## config.mk

```make
export PLATFORM = sky130hd
export DESIGN_NAME = branch_predictor
export DESIGN_NICKNAME = d
export VERILOG_FILES = /design/src/rtl/branch_predictor.sv
export SDC_FILE = /design/constraint.sdc
export NUM_CORES = 1
export LEC_CHECK = 0
export BUFFER_PORTS_ARGS = -buffer_cell sky130_fd_sc_hd__buf_2
export CORE_MARGIN = 2
export CORE_UTILIZATION = 35
export CTS_CLUSTER_SIZE = 12
export DETAILED_ROUTE_END_ITERATION = 7
export GPL_TIMING_DRIVEN = 0
export PLACE_DENSITY = 0.47
export SLEW_MARGIN = 20
export SYNTH_ARGS = -nofsm -noshare
export SYNTH_HDL_FRONTEND = slang
export SYNTH_SLANG_ARGS = --single-unit
```

## constraint.sdc

```tcl
create_clock -name clk_i -period 2.7 [get_ports clk_i]
set_input_delay 0.135 -clock clk_i [delete_from_list [all_inputs] [get_ports clk_i]]
set_output_delay 0.135 -clock clk_i [all_outputs]
set_load 0.01 [all_outputs]
```

## src/rtl/branch_predictor.sv

```systemverilog
// ---------------------------------------------------------------------------
// branch_predictor
//   Direct-mapped branch target buffer with saturating direction counters and
//   optional gshare global history. IF looks up the fetch PC combinationally;
//   EX reports resolved branches/jumps, which commit on the next rising edge.
//
// Handshake: there is no backpressure. lk_pc_i is sampled every cycle
//   (a stalled fetch re-presents the same PC). upd_valid_i qualifies the upd_*
//   bus for exactly one cycle per resolved instruction and is never stalled.
//
// Ports
//   clk_i, rst_ni          clock, asynchronous active-low reset
//   clear_i                synchronous invalidate of all state (beats update)
//   lk_pc_i                fetch PC
//   pred_hit_o/taken_o     BTB hit and direction prediction for lk_pc_i
//   pred_target_o          predicted target, 0 on miss
//   pred_ghr_o             history used for this lookup (0 when bimodal)
//   upd_*_i                resolved outcome plus the prediction carried down
//   mispredict_o           combinational flush request
//   branch_cnt_o           resolved updates (saturating)
//   mispredict_cnt_o       mispredictions (saturating)
// ---------------------------------------------------------------------------
module branch_predictor #(
  parameter int PC_W    = 9,
  parameter int ENTRIES = 16,
  parameter int CTR_W   = 2,
  parameter int GHR_W   = 0,
  parameter int CNT_W   = 16,
  localparam int IDX_W  = $clog2(ENTRIES),
  localparam int TAG_W  = PC_W - IDX_W - 2,
  localparam int GHW    = (GHR_W > 0) ? GHR_W : 1
) (
  input  logic             clk_i,
  input  logic             rst_ni,
  input  logic             clear_i,
  input  logic [PC_W-1:0]  lk_pc_i,
  output logic             pred_hit_o,
  output logic             pred_taken_o,
  output logic [PC_W-1:0]  pred_target_o,
  output logic [GHW-1:0]   pred_ghr_o,
  input  logic             upd_valid_i,
  input  logic [PC_W-1:0]  upd_pc_i,
  input  logic             upd_taken_i,
  input  logic [PC_W-1:0]  upd_target_i,
  input  logic             upd_pred_taken_i,
  input  logic [PC_W-1:0]  upd_pred_target_i,
  input  logic [GHW-1:0]   upd_ghr_i,
  output logic             mispredict_o,
  output logic [CNT_W-1:0] branch_cnt_o,
  output logic [CNT_W-1:0] mispredict_cnt_o
);

  if (PC_W < IDX_W + 3) begin : g_bad_pc_w
    $error("branch_predictor: PC_W must be >= IDX_W+3");
  end

  localparam logic [CTR_W-1:0] CTR_MAX = {CTR_W{1'b1}};
  localparam logic [CTR_W-1:0] CTR_WT  = CTR_W'(1 << (CTR_W - 1));
  localparam logic [CTR_W-1:0] CTR_WNT = CTR_W'((1 << (CTR_W - 1)) - 1);

  logic             valid_q [ENTRIES];
  logic [TAG_W-1:0] tag_q   [ENTRIES];
  logic [PC_W-1:0]  tgt_q   [ENTRIES];
  logic [CTR_W-1:0] ctr_q   [ENTRIES];
  logic [GHW-1:0]   ghr_q, ghr_d;
  logic [CNT_W-1:0] branch_cnt_q, branch_cnt_d;
  logic [CNT_W-1:0] mispredict_cnt_q, mispredict_cnt_d;

  // History zero-extended or truncated to the index width; bimodal ignores it.
  function automatic logic [IDX_W-1:0] fold_ghr(input logic [GHW-1:0] g);
    logic [GHW+IDX_W-1:0] ext;
    ext = {{IDX_W{1'b0}}, g};
    return (GHR_W > 0) ? ext[IDX_W-1:0] : '0;
  endfunction

  // Lookup path
  logic [IDX_W-1:0] lk_idx, lk_cidx;
  logic [TAG_W-1:0] lk_tag;

  assign lk_idx        = lk_pc_i[IDX_W+1:2];
  assign lk_tag        = lk_pc_i[PC_W-1:IDX_W+2];
  assign lk_cidx       = lk_idx ^ fold_ghr(ghr_q);
  assign pred_hit_o    = valid_q[lk_idx] && (tag_q[lk_idx] == lk_tag);
  assign pred_taken_o  = pred_hit_o && ctr_q[lk_cidx][CTR_W-1];
  assign pred_target_o = pred_hit_o ? tgt_q[lk_idx] : '0;
  assign pred_ghr_o    = ghr_q;

  assign mispredict_o = upd_valid_i &&
                        ((upd_pred_taken_i != upd_taken_i) ||
                         (upd_taken_i && (upd_pred_target_i != upd_target_i)));

  // Update path: counter index uses the history the prediction was made with.
  logic [IDX_W-1:0] upd_idx, upd_cidx;
  logic [TAG_W-1:0] upd_tag;
  logic             upd_hit;
  logic [CTR_W-1:0] upd_ctr, ctr_d;

  assign upd_idx  = upd_pc_i[IDX_W+1:2];
  assign upd_tag  = upd_pc_i[PC_W-1:IDX_W+2];
  assign upd_cidx = upd_idx ^ fold_ghr(upd_ghr_i);
  assign upd_hit  = valid_q[upd_idx] && (tag_q[upd_idx] == upd_tag);
  assign upd_ctr  = ctr_q[upd_cidx];

  always_comb begin
    ctr_d = upd_ctr;
    if (upd_taken_i) begin
      if (!upd_hit)                ctr_d = CTR_WT;  // fresh allocation
      else if (upd_ctr != CTR_MAX) ctr_d = upd_ctr + 1'b1;
    end else if (upd_ctr != '0) begin
      ctr_d = upd_ctr - 1'b1;  // decrements even on a BTB miss
    end
  end

  assign ghr_d = (GHR_W > 0) ? ((ghr_q << 1) | GHW'(upd_taken_i)) : '0;

  assign branch_cnt_d     = (branch_cnt_q == '1) ? branch_cnt_q : branch_cnt_q + 1'b1;
  assign mispredict_cnt_d = (!mispredict_o || mispredict_cnt_q == '1) ?
                            mispredict_cnt_q : mispredict_cnt_q + 1'b1;

  assign branch_cnt_o     = branch_cnt_q;
  assign mispredict_cnt_o = mispredict_cnt_q;

  always_ff @(posedge clk_i or negedge rst_ni) begin
    if (!rst_ni) begin
      for (int i = 0; i < ENTRIES; i++) begin
        valid_q[i] <= 1'b0;
        tag_q[i]   <= '0;
        tgt_q[i]   <= '0;
        ctr_q[i]   <= CTR_WNT;
      end
      ghr_q            <= '0;
      branch_cnt_q     <= '0;
      mispredict_cnt_q <= '0;
    end else if (clear_i) begin
      for (int i = 0; i < ENTRIES; i++) begin
        valid_q[i] <= 1'b0;
        tag_q[i]   <= '0;
        tgt_q[i]   <= '0;
        ctr_q[i]   <= CTR_WNT;
      end
      ghr_q            <= '0;
      branch_cnt_q     <= '0;
      mispredict_cnt_q <= '0;
    end else if (upd_valid_i) begin
      // Taken outcomes (re)write the entry: a hit keeps its tag, a miss
      // allocates over whatever alias lived there.
      if (upd_taken_i) begin
        valid_q[upd_idx] <= 1'b1;
        tag_q[upd_idx]   <= upd_tag;
        tgt_q[upd_idx]   <= upd_target_i;
      end
      ctr_q[upd_cidx]  <= ctr_d;
      ghr_q            <= ghr_d;
      branch_cnt_q     <= branch_cnt_d;
      mispredict_cnt_q <= mispredict_cnt_d;
    end
  end

  // Byte-offset bits of the PCs carry no information for this block.
  logic unused_pc_lsbs;
  assign unused_pc_lsbs = ^{lk_pc_i[1:0], upd_pc_i[1:0]};

endmodule

```

==> results of run 1 <==
[stage by stage]
stage	util (%)	TNS [ns]	area, sq um
floorplan	-	0	14240
global placement	38.14	-1111.82	15220
detailed placement	38.37	-63.42	15310
CTS	41.31	-2.066	16490
global route	41.44	-3.863	16540
finish	41.44	-1.857	16540
[final cells by class]
cell class / count / area (sq um)
fillers: 3931 / 23370
multi-input cells: 1064 / 6852
flip-flops and latches: 272 / 6827
clock buffers: 51 / 1006
well taps: 525 / 656.9
plain buffers: 126 / 583.1
repair buffers: 73 / 462.9
clock inverters: 10 / 103.9
inverters: 13 / 48.80
[cells in the mapped netlist, drive strengths merged (4+ instances only)]
master,instances
nand4,5
a22oi,4
inv,12
a21oi,199
clkbuf,103
dfrtp,256
nor2b,13
nor4,11
nor3,17
xnor2,28
mux2i,9
a32o,16
xor2,12
nand3,12
nand2,445
and3,6
o32a,16
mux4,94
buf,23
dfstp,16
nor2,136
o21ai,5
and2,4
[kinds of logic after synthesis]
kind of cell    Yosys count  synth area share (%)
simple gates            669                 19.19
flops                   272                 47.92
compound gates          249                 10.37
buf+inv                 139                 4.014
mux                     103                 15.84
xor+xnor                 40                 2.459
fa+ha+maj                 2                0.1756
other cells               1               0.02633
[layer usage]
layer  share of wire [%]  up-vias  global-route usage (%)
li1                    -     5305                       -
met1                  47     6023                   35.26
met2                  45      432                   37.11
met3                 6.6       59                   4.213
met4                 1.6        0                   5.139
met5                   0        -                       0
[path summary, 6_finish.rpt]
| kind | startpoint | to | slack, ns | depth (start not counted) |
|---|---|---|---|---|
| setup reg to reg | ctr_q[20]$_DFFE_PN1P_ | ctr_q[16]$_DFFE_PN1P_ | 0.11 | 7 |
| max in group asynchronous | rst_ni | tgt_q[40]$_DFFE_PN0P_ | 1.38 | 4 |
| hold reg to reg | ctr_q[21]$_DFFE_PN0P_ | ctr_q[21]$_DFFE_PN0P_ | 0.51 | 1 |
| setup / recovery | tag_q[26]$_DFFE_PN0P_ | pred_taken_o | -0.24 | 7 |
| hold / removal | upd_target_i[4] | tgt_q[130]$_DFFE_PN0P_ | 0.03 | 3 |
| min in group asynchronous | rst_ni | ctr_q[17]$_DFFE_PN0P_ | 0.13 | 2 |
[critical path, stage by stage (launching register included)]
cell     delay, ns
dfrtp_1       0.42
mux4_2        0.48
mux4_2        0.55
xnor2_1       0.16
nand4_1       0.16
buf_8         0.21
nor2b_2       0.15
buf_2         0.15
[where the power goes]
group	internal (W)	switching (W)	leakage, nW	total [W]
registers	0.00415	0.0000466	3.73	0.00419
logic	0.000251	0.000579	2.42	0.000830
clock network	0.00277	0.00184	0.552	0.00461
total	0.00717	0.00247	6.70	0.00964
[state kept, by name (all words and copies together), names as in the netlist]
name              cells
valid_q              16
ctr_q                32
branch_cnt_o         16
tag_q                48
mispredict_cnt_o     16
tgt_q               144
[what timing repair did]
| item | CTS | global route |
|---|---|---|
| setup endpoints to repair | 11 | 67 |
| pin swaps | 0 | 1 |
| hold endpoints to repair | 168 | 0 |
| hold buffers | 2 | 0 |
| setup buffers | 0 | 4 |
| gates resized for setup | 16 | 21 |
==> results.toml, run 1 <==
[logic_synthesis]
synthesis.instances = 1475
syn_area_sq_um = 14240
ys.flop_type = "dfrtp_1"
yosys_register_bits = 272
synth.avg_cell_area_sq_um = 9.658
syn_nets = 1520
synthTopCellsByArea = "dfrtp_1, mux4_2, nand2_1"
yosysWarnings = 0
ys_seq_area_share_pct = 47.92
synth_top_area_share_pct = 44.97
async_flop_share_pct = 100.0
synth_edf_count = 0
yosysTopAreaCell = "dfrtp_1"
ys_types = 49

[floorplanning]
core_sq_um = 39910
ios = 88
core.rowCount = 73
fp.dieH_microns = 205.7
start_util_pct = 35.69
die_x_microns = 205.7
dieArea_sq_um = 42330

[routing]
wl_per_cell_microns = 23.07
vias_per_cell = 5.538
drt_iter0_drc = 982
vias = 11820
postRouteAntennaNets = 0
drt_pass1_iterations = 5
wirelength_microns = 49230
drcViolationCount = 0

[power]
p_leak_nw = 6.703
power.density_nw_per_um2 = 582.6
finalPower_w = 0.009635
ir_worst_vdd_mv = 0.3493

[critical_path]
crit_path_start_kind = "flip-flop"
path_max_fanout = 10
worstSetupPathType = "flip-flop to output port"
critPathCaptureType = "output port"
crit_required_ns = 2.57
cp.arrival_ns = 2.80

[cts]
htreeDepth = 2
clk_pin_slew_ns = 0.06
clock-sinks = 272
clockBufferDepth = 3
clk-insertion-delay-late_ns = 0.53
root_buffer = "clkbuf_16"
cts_buffers = 35
cts_tree = "done"

[layout]
antenna_cells = 0
final_cell_mix = "nand2_1, dfrtp_1, a21oi_1"
final_cells = 2134
mostFrequentLayoutCell = "nand2_1"
syn_to_final_growth_pct = 16.11
drive_gt1_share_pct = 17.28
final_nets = 1630

[placed_design]
dp.cells = 2067
place.gp.congestion = 0.9107
dp_hpwl_microns = 35390
dp_worst_setup_slack_ns = -0.5736
port_buffers = 64

[run_status]
violations = "negative setup slack"
outcome = "complete, but fails checks"

[timing]
drv_slew = 0
period_share_pct = 108.7
slew_headroom_pct = 39.19
rsz0062_at_grt = "yes"
fin_ws_ns = -0.2357
fmax_ghz = 0.3406
fin_crit_ns = 2.936
worstMarginPinSlew_ns = 0.9121
setup_viol_count_final = 12
timing.hold.ws_ns = 0.03252
hold_viol = 0
clock_skew_ns = 0.01498

[grt]
antenna_found_initial = 0
grt_max_degree = 85
grt_util_all_layers_pct = 23.99
grt_overflow_total = 0
grt_pass1_wl_microns = 75550
grt_pass1_vias = 11800

[flow_run]
max_cap_viol_count = 0

[worst_hold_path]
min_path_type = "primary input to flip-flop"
Power figures use the tool's default switching activity.
==> inputs of run 2 (changes only) <==
--- a/config.mk
+++ b/config.mk
@@ -11,7 +11,7 @@
 export CTS_CLUSTER_SIZE = 12
 export DETAILED_ROUTE_END_ITERATION = 7
 export GPL_TIMING_DRIVEN = 0
-export PLACE_DENSITY = 0.47
+export PLACE_DENSITY = 0.6
 export SLEW_MARGIN = 20
 export SYNTH_ARGS = -nofsm -noshare
 export SYNTH_HDL_FRONTEND = slang
==> run 2 against run 1 <==
Against the previous run:
- the flow still finishes with violations (negative setup slack)
- clock skew is 0.0046 ns lower
- critical endpoint is now pred_target_o[4]
- clock-buffer cell count shrank 2
- critical path depth up 1
- cell area down 0.14%
- setup slack got worse by 0.058 ns
- wire length is 5.6% lower
- combinational power fell by 1%
==> results.toml, run 2 (synthesis gave the netlist of run 1 again) <==
[layout]
largestRegisters = "tgt_q x144, tag_q x48, ctr_q x32"
fillCellCount = 3880
largest-register = "tgt_q"
final_cell_mix = "nand2_1, dfrtp_1, a21oi_1"
mostFrequentLayoutCell = "nand2_1"
antenna_cells = 0
largest_register_ffs = 144
drive_gt1_share_pct = 16.94
final_cells = 2131
final_nets = 1631
syn_to_final_growth_pct = 15.94

[critical_path]
cpMaxStageDelayCell = "mux4_2"
rr_worst_depth = 7
r2r-end = "ctr_q[30]$_DFFE_PN1P_"
crit_required_ns = 2.57
path_cells = "mux4_2 -> mux4_2 -> xnor2_2 -> nand4_1 -> buf_6 -> buf_12 -> nor2b_4 -> buf_6"
critPathCaptureType = "output port"
worstSetupPathType = "flip-flop to output port"
cp_slowest_stage_delay_ns = 0.55
crit_path_start_kind = "flip-flop"
r2r_setup_slack_ns = 0.13
path_max_fanout = 5
r2r-start = "ctr_q[28]$_DFFE_PN1P_"
cp.arrival_ns = 2.86

[flow_run]
max_cap_viol_count = 0

[cts]
htreeDepth = 1
clock-sinks = 272
root_buffer = "clkbuf_16"
cts_buffers = 30
cts_tree = "done"
clk_pin_slew_ns = 0.06
clk-insertion-delay-late_ns = 0.57
clockBufferDepth = 3

[routing]
drcViolationCount = 0
top_layer = "met4"
vias = 11870
wirelength_microns = 46490
wl_per_cell_microns = 21.81
drt_pass1_iterations = 5
drt_iter0_drc = 1304
wl_met2_microns = 21020
wl_met3_microns = 4137
met1_length_microns = 19790
vias_per_cell = 5.569
postRouteAntennaNets = 0

[timing]
rsz0062_at_grt = "yes"
hold_viol = 0
slew_headroom_pct = 34.89
fmax_ghz = 0.3341
setup_viol_count_final = 11
period_share_pct = 110.9
fin_ws_ns = -0.2934
fin_setup_tns_ns = -2.839
drv_slew = 0
fin_crit_ns = 2.993
clock_skew_ns = 0.01041
worstMarginPinSlew_ns = 0.9767

[floorplanning]
fp.dieH_microns = 205.7
dieArea_sq_um = 42330
core.rowCount = 73
start_util_pct = 35.69
die_x_microns = 205.7
ios = 88
core_sq_um = 39910

[power]
sequentialPowerShare_pct = 46.1
p_int_w = 0.006798
power.density_nw_per_um2 = 550.6
finalPower_w = 0.009093
switchingPower_w = 0.002295
pwr-share-comb_pct = 9.0
p_clk_share_pct = 44.9
p_leak_nw = 6.642
ir_worst_vdd_mv = 0.5723
swShare_pct = 25.24

[worst_hold_path]
min_from = "upd_target_i[7]"
min_path_type = "primary input to flip-flop"
whs_path_depth = 3
hold_path_end = "tgt_q[133]$_DFFE_PN0P_"

[run_status]
outcome = "complete, but fails checks"
violations = "negative setup slack"

[grt]
grt_util_all_layers_pct = 22.42
grt_pass1_wl_microns = 71850
antenna_found_initial = 1
grt_max_degree = 97
grt_pass1_vias = 11720
grt_overflow_total = 0

[placed_design]
place.gp.congestion = 0.9631
dp_hpwl_microns = 33630
dp.cells = 2066
port_buffers = 64
run 2: cell count changes in the layout (fill, tap and decap cells not counted), moves of 3 or more:
cell,before,now
buf_6,3,8
nor2b_4,0,3
clkinv_2,7,1
nor2b_1,11,7
clkbuf_16,35,32
clkbuf_1,100,106
buf_2,75,72
clkbuf_2,11,5
dlygate4sd3_1,2,6
run 2: worst max-delay path by stage:
stage | startpoint | slack [ns] | endpoint
global placement | rst_ni | -3.60 | tgt_q[105]$_DFFE_PN0P_
detailed placement | lk_pc_i[4] | -0.56 | pred_target_o[4]
floorplan | lk_pc_i[2] | 0.49 | pred_taken_o
global route | tag_q[38]$_DFFE_PN0P_ | -0.35 | pred_target_o[4]
finish | tag_q[38]$_DFFE_PN0P_ | -0.29 | pred_target_o[4]
CTS | tag_q[8]$_DFFE_PN0P_ | -0.28 | pred_taken_o
run 2: layer usage:
layer  up-vias  track usage (%)
met5         -                0
met4         0            7.734
met3       101            5.385
met2       545            34.42
met1      5925            31.06
li1       5297                -
run 2: cell type report:
cell class | count | area, sq um | area share [%]
repair buffers | 80 | 551.8 | 3.341
clock inverters | 3 | 43.79 | 0.2652
clock buffers | 49 | 923.4 | 5.591
inverters | 13 | 53.80 | 0.3258
well taps | 525 | 656.9 | 3.977
flip-flops and latches | 272 | 6827 | 41.33
multi-input cells | 1064 | 6892 | 41.73
plain buffers | 125 | 568.0 | 3.439
run 2: what timing repair did:
| item | 4_1_cts | 5_1_grt |
|---|---|---|
| hold endpoints to repair | 98 | 0 |
| setup buffers | 4 | 3 |
| setup endpoints to repair | 11 | 26 |
| gates cloned | 0 | 1 |
| hold buffers | 6 | 0 |
| pin swaps | 0 | 1 |
| gates resized for setup | 19 | 21 |
run 2: stage by stage:
stage | area [sq um] | setup slack (ns) | util (%) | hold WS, ns
2_1_floorplan | 14240 | 0.4858 | - | -0.1606
3_3_place_gp | 15220 | -3.602 | 38.14 | 0.4931
3_5_place_dp | 15290 | -0.5569 | 38.30 | 0.1658
4_1_cts | 16400 | -0.2795 | 41.09 | 0.002963
5_1_grt | 16520 | -0.3463 | 41.38 | 0.01647
6_report | 16520 | -0.2934 | 41.38 | 0.02311
run 2: power groups by stage:
| stage | clock network, W | registers (W) | logic (W) |
|---|---|---|---|
| finish | 0.00409 | 0.00419 | 0.000818 |
| global route | 0.00431 | 0.00420 | 0.000886 |
| CTS | 0.00414 | 0.00419 | 0.000810 |
| detailed placement | 0 | 0.00426 | 0.000793 |
| global placement | 0 | 0.00426 | 0.000775 |
| floorplan | 0 | 0.00425 | 0.000457 |
run 2: worst max-delay path, delay by kind of cell, from the launching register on:
kind | cells | cell delay [ns]
xor gates and xnor gates | 1 | 0.15
and+or+nand+nor | 2 | 0.25
DFF | 1 | 0.42
muxes | 2 | 1.02
buffers and inverters | 3 | 0.43
